==> src/rtl/filter_pkg.sv <==
// Shared filter-chain definitions: default lane/sample widths and the
// three-sample frame type carried from the filter into the serializer.
package filter_pkg;
    localparam int IN_W_DEF  = 64;
    localparam int OUT_W_DEF = 32;
    localparam int L         = 3;

    // One filter frame after requantization; element 0 is the oldest sample.
    typedef logic [L-1:0][OUT_W_DEF-1:0] frame_t;
endpackage

==> src/rtl/frame_fifo.sv <==
// Synchronous FIFO of whole frames. DEPTH must be a power of two so the
// pointers wrap naturally; an occupancy count separates full from empty.
module frame_fifo #(
    parameter type T     = logic [7:0],
    parameter int  DEPTH = 4
) (
    input  logic clk,
    input  logic rst,
    input  logic push,
    input  logic pop,
    input  T     din,
    output logic full,
    output logic empty,
    output T     head
);
    localparam int AW = $clog2(DEPTH);
    localparam int CW = $clog2(DEPTH + 1);

    logic [AW-1:0] wr_ptr;
    logic [AW-1:0] rd_ptr;
    logic [CW-1:0] count;
    T              mem [DEPTH];

    logic do_push;
    logic do_pop;

    assign do_push = push && !full;
    assign do_pop  = pop && !empty;
    assign full    = (count == CW'(DEPTH));
    assign empty   = (count == '0);
    assign head    = mem[rd_ptr];

    // Pointer and occupancy bookkeeping; simultaneous push/pop keeps count.
    always_ff @(posedge clk or negedge rst) begin
        if (!rst) begin
            wr_ptr <= '0;
            rd_ptr <= '0;
            count  <= '0;
        end else begin
            if (do_push) wr_ptr <= wr_ptr + 1'b1;
            if (do_pop)  rd_ptr <= rd_ptr + 1'b1;
            case ({do_push, do_pop})
                2'b10:   count <= count + 1'b1;
                2'b01:   count <= count - 1'b1;
                default: count <= count;
            endcase
        end
    end

    // Storage array; contents are don't-care until written.
    always_ff @(posedge clk) begin
        if (do_push) mem[wr_ptr] <= din;
    end
endmodule

==> src/rtl/output_serializer.sv <==
// Requantizes a 3-lane filter frame, buffers whole frames, and emits them
// one sample per handshake, lane 0 first.
// Optional saturation: define OUTPUT_SERIALIZER_SAT_EN to clamp out-of-range
// samples and report them on the sticky sat_flag; otherwise results wrap.
module output_serializer
    import filter_pkg::*;
#(
    parameter int IN_W  = IN_W_DEF,
    parameter int OUT_W = OUT_W_DEF,
    parameter int SHIFT = 31,
    parameter int DEPTH = 4
) (
    input  logic                    clk,
    input  logic                    rst,
    input  logic signed [IN_W-1:0]  y_out,
    input  logic signed [IN_W-1:0]  y_out1,
    input  logic signed [IN_W-1:0]  y_out2,
    input  logic                    in_valid,
    output logic                    in_ready,
    output logic signed [OUT_W-1:0] out_data,
    output logic                    out_valid,
    input  logic                    out_ready,
    output logic                    sat_flag
);
    // Half an output LSB, added before the shift for round-half-up.
    localparam logic [IN_W:0] RND = {{IN_W{1'b0}}, 1'b1} << (SHIFT - 1);

    // Round and shift one lane, one bit wider than the input so the
    // rounding add cannot overflow.
    function automatic logic signed [IN_W:0] scale(input logic signed [IN_W-1:0] x);
        logic signed [IN_W:0] ext;
        ext = {x[IN_W-1], x};
        return (ext + $signed(RND)) >>> SHIFT;
    endfunction

    // True when the scaled value does not fit in OUT_W signed bits.
    function automatic logic ovf(input logic signed [IN_W:0] w);
        return !((&w[IN_W:OUT_W-1]) || !(|w[IN_W:OUT_W-1]));
    endfunction

    // Narrow a scaled value to the output width (clamp or wrap).
    function automatic logic [OUT_W-1:0] narrow(input logic signed [IN_W:0] w);
`ifdef OUTPUT_SERIALIZER_SAT_EN
        if (ovf(w))
            return w[IN_W] ? {1'b1, {(OUT_W-1){1'b0}}} : {1'b0, {(OUT_W-1){1'b1}}};
`endif
        return w[OUT_W-1:0];
    endfunction

    logic [L-1:0][IN_W-1:0] y_lanes;
    frame_t                 wr_frame;
    frame_t                 head;
    logic                   full;
    logic                   empty;
    logic                   accept;
    logic                   fire;
    logic                   pop;
    logic [1:0]             lane;

    assign y_lanes   = {y_out2, y_out1, y_out};
    assign in_ready  = rst && !full;
    assign out_valid = rst && !empty;
    assign accept    = in_valid && in_ready;
    assign fire      = out_valid && out_ready;
    assign pop       = fire && (lane == 2'd2);

    // Requantize all three lanes ahead of the FIFO write.
    always_comb begin
        wr_frame = '0;
        for (int i = 0; i < L; i++)
            wr_frame[i] = narrow(scale($signed(y_lanes[i])));
    end

    frame_fifo #(
        .T     (frame_t),
        .DEPTH (DEPTH)
    ) u_fifo (
        .clk   (clk),
        .rst   (rst),
        .push  (accept),
        .pop   (pop),
        .din   (wr_frame),
        .full  (full),
        .empty (empty),
        .head  (head)
    );

    // Lane counter walks 0->1->2 across the head frame; wrapping pops it.
    always_ff @(posedge clk or negedge rst) begin
        if (!rst)
            lane <= 2'd0;
        else if (fire)
            lane <= (lane == 2'd2) ? 2'd0 : lane + 2'd1;
    end

    // Select the current lane of the head frame; zero when nothing is valid.
    always_comb begin
        out_data = '0;
        if (out_valid) begin
            case (lane)
                2'd0:    out_data = head[0];
                2'd1:    out_data = head[1];
                2'd2:    out_data = head[2];
                default: out_data = '0;
            endcase
        end
    end

`ifdef OUTPUT_SERIALIZER_SAT_EN
    logic [L-1:0] lane_sat;

    // Per-lane range check on the frame being offered.
    always_comb begin
        lane_sat = '0;
        for (int i = 0; i < L; i++)
            lane_sat[i] = ovf(scale($signed(y_lanes[i])));
    end

    // Sticky flag, set when a clamped frame is actually accepted.
    always_ff @(posedge clk or negedge rst) begin
        if (!rst)
            sat_flag <= 1'b0;
        else if (accept && (|lane_sat))
            sat_flag <= 1'b1;
    end
`else
    assign sat_flag = 1'b0;
`endif
endmodule

==> config.mk <==
export PLATFORM = sky130hd
export DESIGN_NAME = output_serializer
export DESIGN_NICKNAME = d
export VERILOG_FILES = /design/src/rtl/filter_pkg.sv /design/src/rtl/frame_fifo.sv /design/src/rtl/output_serializer.sv
export SDC_FILE = /design/constraint.sdc
export NUM_CORES = 1
export LEC_CHECK = 0
export ABC_AREA = 1
export CORE_MARGIN = 2
export CORE_UTILIZATION = 45
export DETAILED_ROUTE_END_ITERATION = 10
export MAX_ROUTING_LAYER = met4
export PLACE_DENSITY = 0.66
export SLEW_MARGIN = 10
export SYNTH_ARGS = -nofsm -noshare
export SYNTH_HDL_FRONTEND = slang
export SYNTH_SLANG_ARGS = --single-unit
==> constraint.sdc <==
create_clock -name clk -period 5.8 [get_ports clk]
set_input_delay 1.16 -clock clk [delete_from_list [all_inputs] [get_ports clk]]
set_output_delay 1.16 -clock clk [all_outputs]
set_load 0.1 [all_outputs]
### After elaboration in Yosys (flattened, before gate mapping)

Memory sizes are Yosys's and may differ from the RTL's.
Cells that the tools add are included.

* $add $sub $neg: 8
* bitwise operators: 0
* shifts and indexed selects: 0
* magnitude comparators: 0
* reductions and logical operators: 12
* equal/unequal tests: 5
* muxes and demuxes: 6
* divide/modulo/power cells: 0
* multipliers: 0

Operators with widths (count)
* $add A63 B32 Y63 const B: 3
* $pmux W32 S3: 1
* $mux W32: 1
* $logic_and A1 B1 Y1: 7
* $add A2 B1 Y2 const B: 3
* $pmux W3 S2: 1
* $eq A2 B1 Y1 const B: 2
* $eq A2 B2 Y1 const B: 2
* $add A3 B1 Y3 const B: 1
* $eq A3 B3 Y1 const B: 1
* $logic_not A3 Y1: 1
* $sub A3 B1 Y3 const B: 1
* $logic_not A1 Y1: 2
* $logic_not A2 Y1: 1
* $mux W1: 2
* $mux W2: 1
* $reduce_bool A2 Y1: 1

* RAM bits: 384
* input port bits: 196
* register bits after elaboration: 9
* word-level logic and storage cells: 36
* bits in latches: 0
* memories: 1
* memory bits (read-only): 0

Memories
* u_fifo.mem: depth 4, width 96, read ports 1, clocked after memory_dff 0, write ports 1, RTL line frame_fifo.sv:22 `T mem [DEPTH];`

### Longest topological paths before layout

* depth in word-level cells: 8
* mapped depth: 11
* mapped depth without buffers: 10

### By module

From an unflattened synthesis, not the netlist that was laid out.

* cell total of the unflattened synthesis: 2000
* area, all modules: 19388.6 µm²

By module, submodules not included
* frame_fifo: area an instance 15642.5 µm², instances 1, cells an instance 1181
* output_serializer: area an instance 3746.1 µm², instances 1, cells an instance 819

### Worst setup path before layout

No wires, ideal clock.

* kind: input -> register
* start: input rst
* end: memory u_fifo.mem[0][0] (netlist bit), enable pin
* slack: -2.227 ns
* required time: 5.249 ns
* buffers on the path: 0
* stages: 4
* arrival time: 7.476 ns
* cells stage by stage: inv_1 > a31oi_1 > nand2_1 > nor2_1

* cells in the longest elaborated chain, start to end: 5

Ends and longest elaborated chain
* start, declared: RTL line output_serializer.sv:14 `input logic rst,`
* $logic_and A1 B1 Y1: RTL line output_serializer.sv:61 `assign in_ready = rst && !full;`
* via in_ready: RTL line output_serializer.sv:19 `output logic in_ready,`
* $logic_and A1 B1 Y1: RTL line output_serializer.sv:63 `assign accept = in_valid && in_ready;`
* $logic_and A1 B1 Y1: RTL line frame_fifo.sv:27 `assign do_push = push && !full;`
* $mux W1: RTL line frame_fifo.sv:52 `if (do_push) mem[wr_ptr] <= din;`
* $mux W1 (implied by the code): RTL line frame_fifo.sv:52
* end, declared: RTL line frame_fifo.sv:22

The timed path passes the listed nets, and every way through them passes these cells.

### Final worst setup path

* start: register u_fifo.rd_ptr[0]
* end: output out_data[4]

* cells in the longest elaborated chain, start to end: 3

Ends and longest elaborated chain
* start, declared: RTL line frame_fifo.sv:20 `logic [AW-1:0] rd_ptr;`
* start signal, assigned: RTL line frame_fifo.sv:41 `if (do_pop) rd_ptr <= rd_ptr + 1'b1;`
* $mem_v2 Z4 W96
* $pmux W32 S3: RTL line output_serializer.sv:100 `case (lane)`
* $mux W32: RTL line output_serializer.sv:99 `if (out_valid) begin`
* end, declared: RTL line output_serializer.sv:20 `output logic signed [OUT_W-1:0] out_data,`

No other way between the ends.

==> flow_metrics.tcl <==
set metrics [dict create \
    place.detailed.hpwl_um 35990 \
    final_common_cell "nand2_1" \
    via_count 15050 \
    setup_viol 0 \
    crit_fanout 89 \
    crit_family "buffers and inverters" \
    p_sw_frac 0.4165 \
    worstSetupPathType "flop to output pin" \
    ys_warn_count 0 \
    slowest_delay_ps 750 \
    relSlewSlack 0.3287 \
    antenna_found_initial 0 \
    drv_cap 0 \
    post_cts_resized 0 \
    totalNegativeSetupSlack_ps 0 \
    drc 0 \
    fin_crit_sh 0.7831 \
    cts_buffer_depth 3 \
    antenna_left 0 \
    postPlaceCellArea_mm2 0.02205 \
    synthesis.area_mm2 0.02016 \
    grt_pass1_vias 14510 \
    fillCellCount 4001 \
    grt_pass1_wl_um 80630 \
    worst_pin_slew_ps 1007 \
    routedWlPerCell_um 17.01 \
    clock_latency_ps 560 \
    start_util 0.4560 \
    h-tree-depth 2 \
    drt_iter0_drc 1157 \
    min_path_type "flop to flop" \
    cp.arrival_ps 3380 \
    p_per_area_mw_per_mm2 439.7 \
    cts_tree "built" \
    overflow 0 \
    die_x_um 215.7 \
    dr.pass1.iters 5 \
    vdd_ir_drop_max_mv 0.4565 \
    synth_cell_types 29 \
    grt_max_degree 90 \
    p_int_uw 6000 \
    p_comb_frac 0.401 \
    dp_slack_ps 1339 \
    worst_hold_slack_ps 479.1 \
    cts_setup_buffers 0 \
    nNetsFinal 2673 \
    area_growth_pct 15.99 \
    layout_common_cells "nand2_1, inv_1, edfxtp_1" \
    cts_made_buffers 41 \
    worst_ep_required_time_ps 4640 \
    ctsHoldBuffers 0 \
    place_congestion 0.8835 \
    switchingPower_uw 4282 \
    final_area_mm2 0.02339 \
    crit_chain "inv_4 > buf_4 > nand2_1 > nand3_1 > nand2_1 > nand2_1 > nand3_1 > nand2_1 > inv_1 > buf_4" \
    syn_area_per_cell_um2 8.631 \
    clk_pin_slew_worst_paths_ps 60 \
    period_minus_slack_ps 4542 \
    ys_seq_area_frac 0.5831 \
    row_count 77 \
    fin_ws_ps 1258 \
    fp.dieH_um 215.7 \
    via_per_inst 4.867 \
    diodes 0 \
    drv_slew 0 \
    status "complete, no violations" \
    slowest_stage "inv_4" \
    drt_wl_total_um 52600 \
    synth_nets 2541 \
    cp-end-kind "output pin" \
    core_mm2 0.04422 \
    max_freq_mhz 220.2 \
    syn_inst 2336 \
    ioPinCount 231 \
    pwr-share-clk 0.254 \
    dieArea_mm2 0.04652 \
    ys_ff_latch 393 \
    hold_viol 0 \
    grt_use_total 0.2321 \
    rsz0062_at_grt "no" \
    sequentialPowerShare 0.345 \
    startpoint_type "flop" \
    crit_buf_inv 4 \
    drive_gt1_frac 0.05520 \
    p_leak_uw 0.01062 \
    cts_root_buf "clkbuf_16" \
    finalClockSkew_ps 17.09 \
    clock-sinks 393 \
    io_buffers 136 \
    crit_top_cell "nand2_1" \
]
## layer usage
layer | part of all wire | GRT usage | vias to the layer above
met3 | 0.054 | 0.02086 | 83
met2 | 0.50 | 0.3927 | 441
met4 | 0.026 | 0.07149 | 0
met5 | 0 | - | -
li1 | - | - | 7459
met1 | 0.42 | 0.2974 | 7065
## state kept, by name, summed over array words and instances (netlist names)
signal and count:
u_fifo.count 3, u_fifo.rd_ptr 2, u_fifo.wr_ptr 2, u_fifo.mem 384
lane 2
## layout make-up
cell class | count | area [um2] | area share
Multi-Input combinational cell | 1378 | 6132 | 0.2622
Tap cell | 592 | 740.7 | 0.03167
Clock inverter | 21 | 198.9 | 0.008507
Inverter | 488 | 1837 | 0.07854
Clock buffer | 54 | 1137 | 0.04863
Sequential cell | 393 | 11760 | 0.5030
Timing Repair Buffer | 166 | 1577 | 0.06741
## power by group through the flow
stage | logic, uW | registers (uW) | clock network, uW
3_5_place_dp | 4140 | 3610 | 0
6_report | 4120 | 3550 | 2610
3_3_place_gp | 4090 | 3600 | 0
4_1_cts | 4150 | 3550 | 2640
2_1_floorplan | 3020 | 3570 | 0
5_1_grt | 4470 | 3570 | 2750
## synth_stat cells
cell	number	area, um2
nor2_2	4	25.02
and3_1	2	12.51
buf_2	34	170.2
buf_6	14	157.7
nand3_2	2	20.02
a21oi_1	2	10.01
nand2_1	855	3209
ha_1	8	100.1
nor3_1	3	15.01
fa_1	1	20.02
nand3_1	238	1191
xor2_1	58	508.0
a31oi_1	1	6.260
buf_4	14	105.1
nor2_4	4	45.04
buf_1	5	18.77
clkbuf_1	10	37.54
inv_4	1	6.260
xnor2_1	17	148.9
nor2_1	153	574.3
a31oi_2	1	12.51
edfxtp_1	384	11530
nand3b_1	12	90.09
conb_1	1	3.750
nand4_1	9	56.30
dfrtp_1	9	225.2
inv_2	1	3.750
o21ai_0	7	35.03
inv_1	486	1824
## per-stage QoR
stage	total power, uW	utilization	std cells
2_1_floorplan	6592	-	2336
3_3_place_gp	7688	0.4986	3017
3_5_place_dp	7743	0.4986	3017
4_1_cts	10340	0.5288	3092
5_1_grt	10790	0.5288	3092
6_report	10280	0.5288	3092
## kinds of logic after synthesis
family	synth area share
other cells	0.0001860
simple gates	0.2598
flops	0.5831
xor+xnor	0.03258
fa+ha+maj	0.005957
buf+inv	0.1152
compound gates	0.003165
## worst paths after layout
path                                  startpoint           endpoint  slack, ps  cells after the start
max in group asynchronous                    rst   u_fifo.rd_ptr[0]       4470                      1
worst max-delay path            u_fifo.rd_ptr[0]        out_data[4]       1260                     10
worst min-delay path             u_fifo.count[0]    u_fifo.count[0]        480                      1
worst min register to register   u_fifo.count[0]    u_fifo.count[0]        480                      1
worst max register to register   u_fifo.count[1]  u_fifo.mem[2][40]       3170                      5
min in group asynchronous                    rst   u_fifo.rd_ptr[1]        950                      1
No activity file was read; power rests on OpenSTA's default activity.
